## config.mk

```make
export PLATFORM = sky130hd
export DESIGN_NAME = uart_tx_fifo
export DESIGN_NICKNAME = d
export VERILOG_FILES = /design/src/rtl/uart_tx_fifo.sv
export SDC_FILE = /design/constraint.sdc
export NUM_CORES = 1
export LEC_CHECK = 0
export ABC_CLOCK_PERIOD_IN_PS = 5700
export CORE_MARGIN = 8
export CORE_UTILIZATION = 50
export CTS_CLUSTER_DIAMETER = 150
export DETAILED_ROUTE_END_ITERATION = 16
export MAX_ROUTING_LAYER = met4
export PLACE_DENSITY_LB_ADDON = 0.3
export SYNTH_ARGS = -nofsm -noshare
export SYNTH_HDL_FRONTEND = slang
export SYNTH_SLANG_ARGS = --single-unit
```

## constraint.sdc

```tcl
create_clock -name i_Clock -period 5.7 [get_ports i_Clock]
set_input_delay 0.855 -clock i_Clock [delete_from_list [all_inputs] [get_ports i_Clock]]
set_output_delay 0.855 -clock i_Clock [all_outputs]
set_load 0.05 [all_outputs]
```

## src/rtl/uart_tx_fifo.sv

```systemverilog
// uart_tx_fifo: byte FIFO feeding an 8N1 UART serializer.
// Ports:
//   i_Clock, i_Reset       clock and synchronous active-high reset
//   i_Wr_DV, i_Wr_Byte     write strobe and byte to queue
//   o_Full, o_Empty        FIFO occupancy flags
//   o_Count                bytes queued, excluding the frame in flight
//   o_Overflow             one-cycle pulse when a write is dropped (FIFO full)
//   o_Tx_Serial            UART line, idle high
//   o_Tx_Active            high from start bit through end of stop bit
//   o_Tx_Done              one-cycle pulse on the last cycle of each stop bit
module uart_tx_fifo #(
  parameter int unsigned CLKS_PER_BIT = 87,
  parameter int unsigned FIFO_DEPTH   = 8
) (
  input  logic                         i_Clock,
  input  logic                         i_Reset,
  input  logic                         i_Wr_DV,
  input  logic [7:0]                   i_Wr_Byte,
  output logic                         o_Full,
  output logic                         o_Empty,
  output logic [$clog2(FIFO_DEPTH):0]  o_Count,
  output logic                         o_Overflow,
  output logic                         o_Tx_Serial,
  output logic                         o_Tx_Active,
  output logic                         o_Tx_Done
);

  localparam int unsigned PW = $clog2(FIFO_DEPTH);
  localparam int unsigned CW = PW + 1;
  localparam int unsigned BW = $clog2(CLKS_PER_BIT);
  localparam logic [CW-1:0] DEPTH_C    = CW'(FIFO_DEPTH);
  localparam logic [BW-1:0] BIT_LAST   = BW'(CLKS_PER_BIT - 1);
  localparam logic [BW-1:0] BIT_PENULT = BW'(CLKS_PER_BIT - 2);

  typedef enum logic [1:0] {IDLE, START, DATA, STOP} state_t;

  state_t        state;
  logic [BW-1:0] bit_cnt;
  logic [2:0]    bit_idx;
  logic [7:0]    shreg;
  logic [7:0]    mem [FIFO_DEPTH];
  logic [PW-1:0] wr_ptr;
  logic [PW-1:0] rd_ptr;
  logic [CW-1:0] count;
  logic [CW-1:0] count_next;
  logic          wr_ok;
  logic          pop;
  logic          bit_last;

  // Write acceptance and pop both use the pre-edge count; pop happens when
  // the serializer is free (idle, or finishing a stop bit).
  always_comb begin
    bit_last   = (bit_cnt == BIT_LAST);
    wr_ok      = i_Wr_DV && (count != DEPTH_C);
    pop        = (count != '0) && ((state == IDLE) || ((state == STOP) && bit_last));
    count_next = count + CW'(wr_ok) - CW'(pop);
  end

  assign o_Count = count;

  // FIFO pointers, occupancy and flags.
  always_ff @(posedge i_Clock) begin
    if (i_Reset) begin
      wr_ptr     <= '0;
      rd_ptr     <= '0;
      count      <= '0;
      o_Full     <= 1'b0;
      o_Empty    <= 1'b1;
      o_Overflow <= 1'b0;
    end else begin
      if (wr_ok) wr_ptr <= wr_ptr + PW'(1);
      if (pop)   rd_ptr <= rd_ptr + PW'(1);
      count      <= count_next;
      o_Full     <= (count_next == DEPTH_C);
      o_Empty    <= (count_next == '0);
      o_Overflow <= i_Wr_DV && !wr_ok;
    end
  end

  // Storage array; not reset, contents are qualified by count.
  always_ff @(posedge i_Clock) begin
    if (wr_ok) mem[wr_ptr] <= i_Wr_Byte;
  end

  // Serializer: the byte in flight lives in shreg, shifted right per data bit.
  always_ff @(posedge i_Clock) begin
    if (i_Reset) begin
      state       <= IDLE;
      bit_cnt     <= '0;
      bit_idx     <= '0;
      shreg       <= '0;
      o_Tx_Serial <= 1'b1;
      o_Tx_Active <= 1'b0;
      o_Tx_Done   <= 1'b0;
    end else begin
      o_Tx_Done <= 1'b0;
      case (state)
        IDLE: begin
          bit_cnt     <= '0;
          bit_idx     <= '0;
          o_Tx_Serial <= 1'b1;
          o_Tx_Active <= 1'b0;
          if (pop) begin
            shreg       <= mem[rd_ptr];
            state       <= START;
            o_Tx_Serial <= 1'b0;
            o_Tx_Active <= 1'b1;
          end
        end
        START: begin
          if (bit_last) begin
            bit_cnt     <= '0;
            bit_idx     <= '0;
            state       <= DATA;
            o_Tx_Serial <= shreg[0];
            shreg       <= {1'b0, shreg[7:1]};
          end else begin
            bit_cnt <= bit_cnt + BW'(1);
          end
        end
        DATA: begin
          if (bit_last) begin
            bit_cnt <= '0;
            if (bit_idx == 3'd7) begin
              state       <= STOP;
              o_Tx_Serial <= 1'b1;
            end else begin
              bit_idx     <= bit_idx + 3'd1;
              o_Tx_Serial <= shreg[0];
              shreg       <= {1'b0, shreg[7:1]};
            end
          end else begin
            bit_cnt <= bit_cnt + BW'(1);
          end
        end
        STOP: begin
          if (bit_last) begin
            bit_cnt <= '0;
            if (pop) begin
              // Back-to-back frame: straight into the next start bit.
              shreg       <= mem[rd_ptr];
              state       <= START;
              o_Tx_Serial <= 1'b0;
            end else begin
              state       <= IDLE;
              o_Tx_Active <= 1'b0;
            end
          end else begin
            bit_cnt <= bit_cnt + BW'(1);
            // Registered pulse lands on the final stop cycle.
            if (bit_cnt == BIT_PENULT) o_Tx_Done <= 1'b1;
          end
        end
        default: state <= IDLE;
      endcase
    end
  end

endmodule
```

==> run metrics <==
slowest cell delay on critical path 0.41 ns; post-route insts no fill 469; post-route antenna net violation count 0; most frequent cells after synthesis 64 x edfxtp_1, 39 x dfxtp_1, 30 x nor2_1; number of synthesized flops with an enable pin 64; gr usage total 14.7%; Synth cell types 42; vias in the first global route 2,638; Worst Path Buf+Inv 1; hold buffers post-CTS 0; detailed placement HPWL 5510 µm; Skew-Pair Late Insertion Delay 0.36 ns; Final Setup Violations 0; area grow syn2layout 10.2%; Post-route DRC 0; initial antenna violation count 0; clk slew on worst S/H paths 0.10 ns; pre-CTS WS 2.52 ns; Chip Width 110 µm; worst-margin pin slew 1.17 ns; largest area contributor in the netlist edfxtp_1; CP required 5.96 ns; Max Freq 0.359 GHz; R2R Setup Slk 2.92 ns; num rows 34; setup ws final 2.92 ns; status finished clean; hold crit path type reg -> reg; drt initial violations 132; Critical Path Sink Type register; Main synth FF type edfxtp_1; R2R Path Start state[0]; maximum number of pins on one net before global-route repair 43; clock sinks 103; RSZ-0062 raised after global routing no; Nets 385; cts bufs inserted 9; Antenna Cells 0; slowest cell on the critical path dfxtp_1; Synth Register Bits 103; Die ar. 12,000 µm²; register area share after synthesis 61.7%; core area 8590 µm²; Pleak 1.69 nW; instance count on the critical path 11; most common cell in the netlist edfxtp_1; first-pass detailed-route iteration total 4; Cells after Synth 337; Tcrit/Tclk final 48.8%; deepest clock path buffer count 2; post-cts resize count 0; worst relative slew slack 21.4%; H-tree lvl count 3; Worst EP arrival 3.04 ns; placed cells 453; Slew Viols, Final 0; crit path max fanout 6; Synth async-reset ratio 0%; drt total wl 8290 µm; port buffer count 20; layout cells sized above 1 9.70%; routability cong. 0.886; WL/cell 17.7 µm; Synth Area per Inst 13.0 µm²; WHS Path Cells 2; Clock Skew 0.0101 ns; via count 2,611; Max Cap Violations 0; cells along the critical path ha_1 > nand4b_1 > nor2_1 > o21a_1 > xnor2_1 > ha_1 > inv_1 > fa_1 > xor2_1 > and3b_1 > a21o_1; GR Overflow Total 0; Top delay family on crit path adder cells; CTS tree built; Worst VDD drop 0.000354 V; R2R depth 11; most frequent CP cell ha_1; via density per instance 5.57; launching element type of the critical path register; fin crit period 2.78 ns; root buf cell clkbuf_8; Worst R2R End o_Empty; HP Start shreg[7]; Final Hold Vio Count 0; first-pass GRT wire length 13,200 µm; post-layout util 56.2%; total negative slack 0 ns; FILL cells 733; postcts setup bufs 0; Post-Syn Nets 366; IO Count 21; PwrDens 444 nW/µm²; worst hold endpoint shreg[7]; Synth warnings 0; synth top area cells edfxtp_1 44%, dfxtp_1 18%, ha_1 4.9%, mux2_2 3.6%, a211oi_1 3.1%; crit path kind reg -> reg; starting density of the core 51.0%; share of the synthesized area in the top cell type 43.9%; mapped cell area 4380 µm²; height of the die 110 µm
[kinds of logic (layout without fill, tap and decap cells)]
| logic type | Yosys count | count (layout) | share of synthesized area, % |
|---|---|---|---|
| muxes | 26 | 26 | 6.46 |
| AOI/OAI and AO/OA | 61 | 61 | 10.5 |
| DFF | 103 | 103 | 61.7 |
| and+or+nand+nor | 87 | 87 | 10.7 |
| xor gates and xnor gates | 12 | 12 | 2.40 |
| adders and majority gates | 18 | 18 | 5.31 |
| buffers and inverters | 30 | 54 | 2.91 |
[flip-flops by register name, summed over array words and instances, names as in the netlist, named ones only]
signal and flops:
bit_idx 3, o_Full 1, o_Empty 1, state 2, o_Count 4, rd_ptr 3, wr_ptr 3, o_Tx_Done 1
o_Overflow 1, shreg 8, mem 64, o_Tx_Active 1, bit_cnt 7, o_Tx_Serial 1
[tightest hold or removal path: stages, from the launching register on]
cell	delay, ns
dfxtp_1	0.32
nand2_1	0.05
a21oi_1	0.05
[cell type report]
class | count | area [µm²] | area share [%]
timing repair buffer | 22 | 215 | 4.46
multi-input combinational | 204 | 1550 | 32.1
inverter | 16 | 60.1 | 1.24
sequential | 103 | 2700 | 56.0
tap | 108 | 135 | 2.80
clock inverter | 6 | 37.5 | 0.777
clock buffer | 10 | 128 | 2.64
[metal layers]
metal | track usage, % | part of all wire (%) | wire length (µm) | vias to the layer above
met5 | - | 0 | 0 | -
met4 | 4.63 | 1.4 | 112 | 0
met3 | 3.22 | 3.0 | 247 | 9
met2 | 23.4 | 48 | 3960 | 42
met1 | 18.4 | 48 | 3970 | 1266
li1 | - | - | - | 1294
[worst max-delay path by stage]
stage	from	endpoint	slack, ns
finish	state[0]	o_Empty	2.92
global placement	i_Wr_DV	o_Empty	2.66
CTS	state[1]	o_Empty	2.90
floorplan	o_Count[2]	o_Empty	3.03
global route	state[0]	o_Empty	2.70
detailed placement	i_Wr_DV	o_Empty	2.52
[report_power, final]
| group | switching, mW | total (mW) | internal [mW] |
|---|---|---|---|
| clock network | 0.245 | 0.402 | 0.158 |
| logic | 0.467 | 0.781 | 0.314 |
| registers | 0.0655 | 0.958 | 0.892 |
[cells in the final DEF, fill, tap and decap left out, types with 3 or more instances in the layout]
master,count
a21oi_1,6
nor2b_1,14
nor2_1,30
nand3_1,5
clkinv_2,4
nor3b_1,3
xnor2_1,7
o22ai_1,7
nand2b_1,3
nor3_1,7
clkbuf_8,9
a211oi_1,18
clkdlybuf4s50_1,20
nand2_1,12
inv_1,16
a2111oi_0,15
mux2_2,14
edfxtp_1,64
dfxtp_1,39
mux2i_1,11
o21ai_0,3
xor2_1,5
ha_1,17
o21a_1,3
[metrics by stage]
step | hold slack, ns | power [mW] | instance area (µm²)
after CTS | 0.464 | 2.16 | 4830
after global routing | 0.486 | 2.28 | 4830
after global placement | 0.441 | 1.74 | 4660
after floorplan | 0.433 | 1.56 | 4380
final | 0.461 | 2.14 | 4830
after detailed placement | 0.450 | 1.76 | 4660
(Power assumes the default switching activity.)
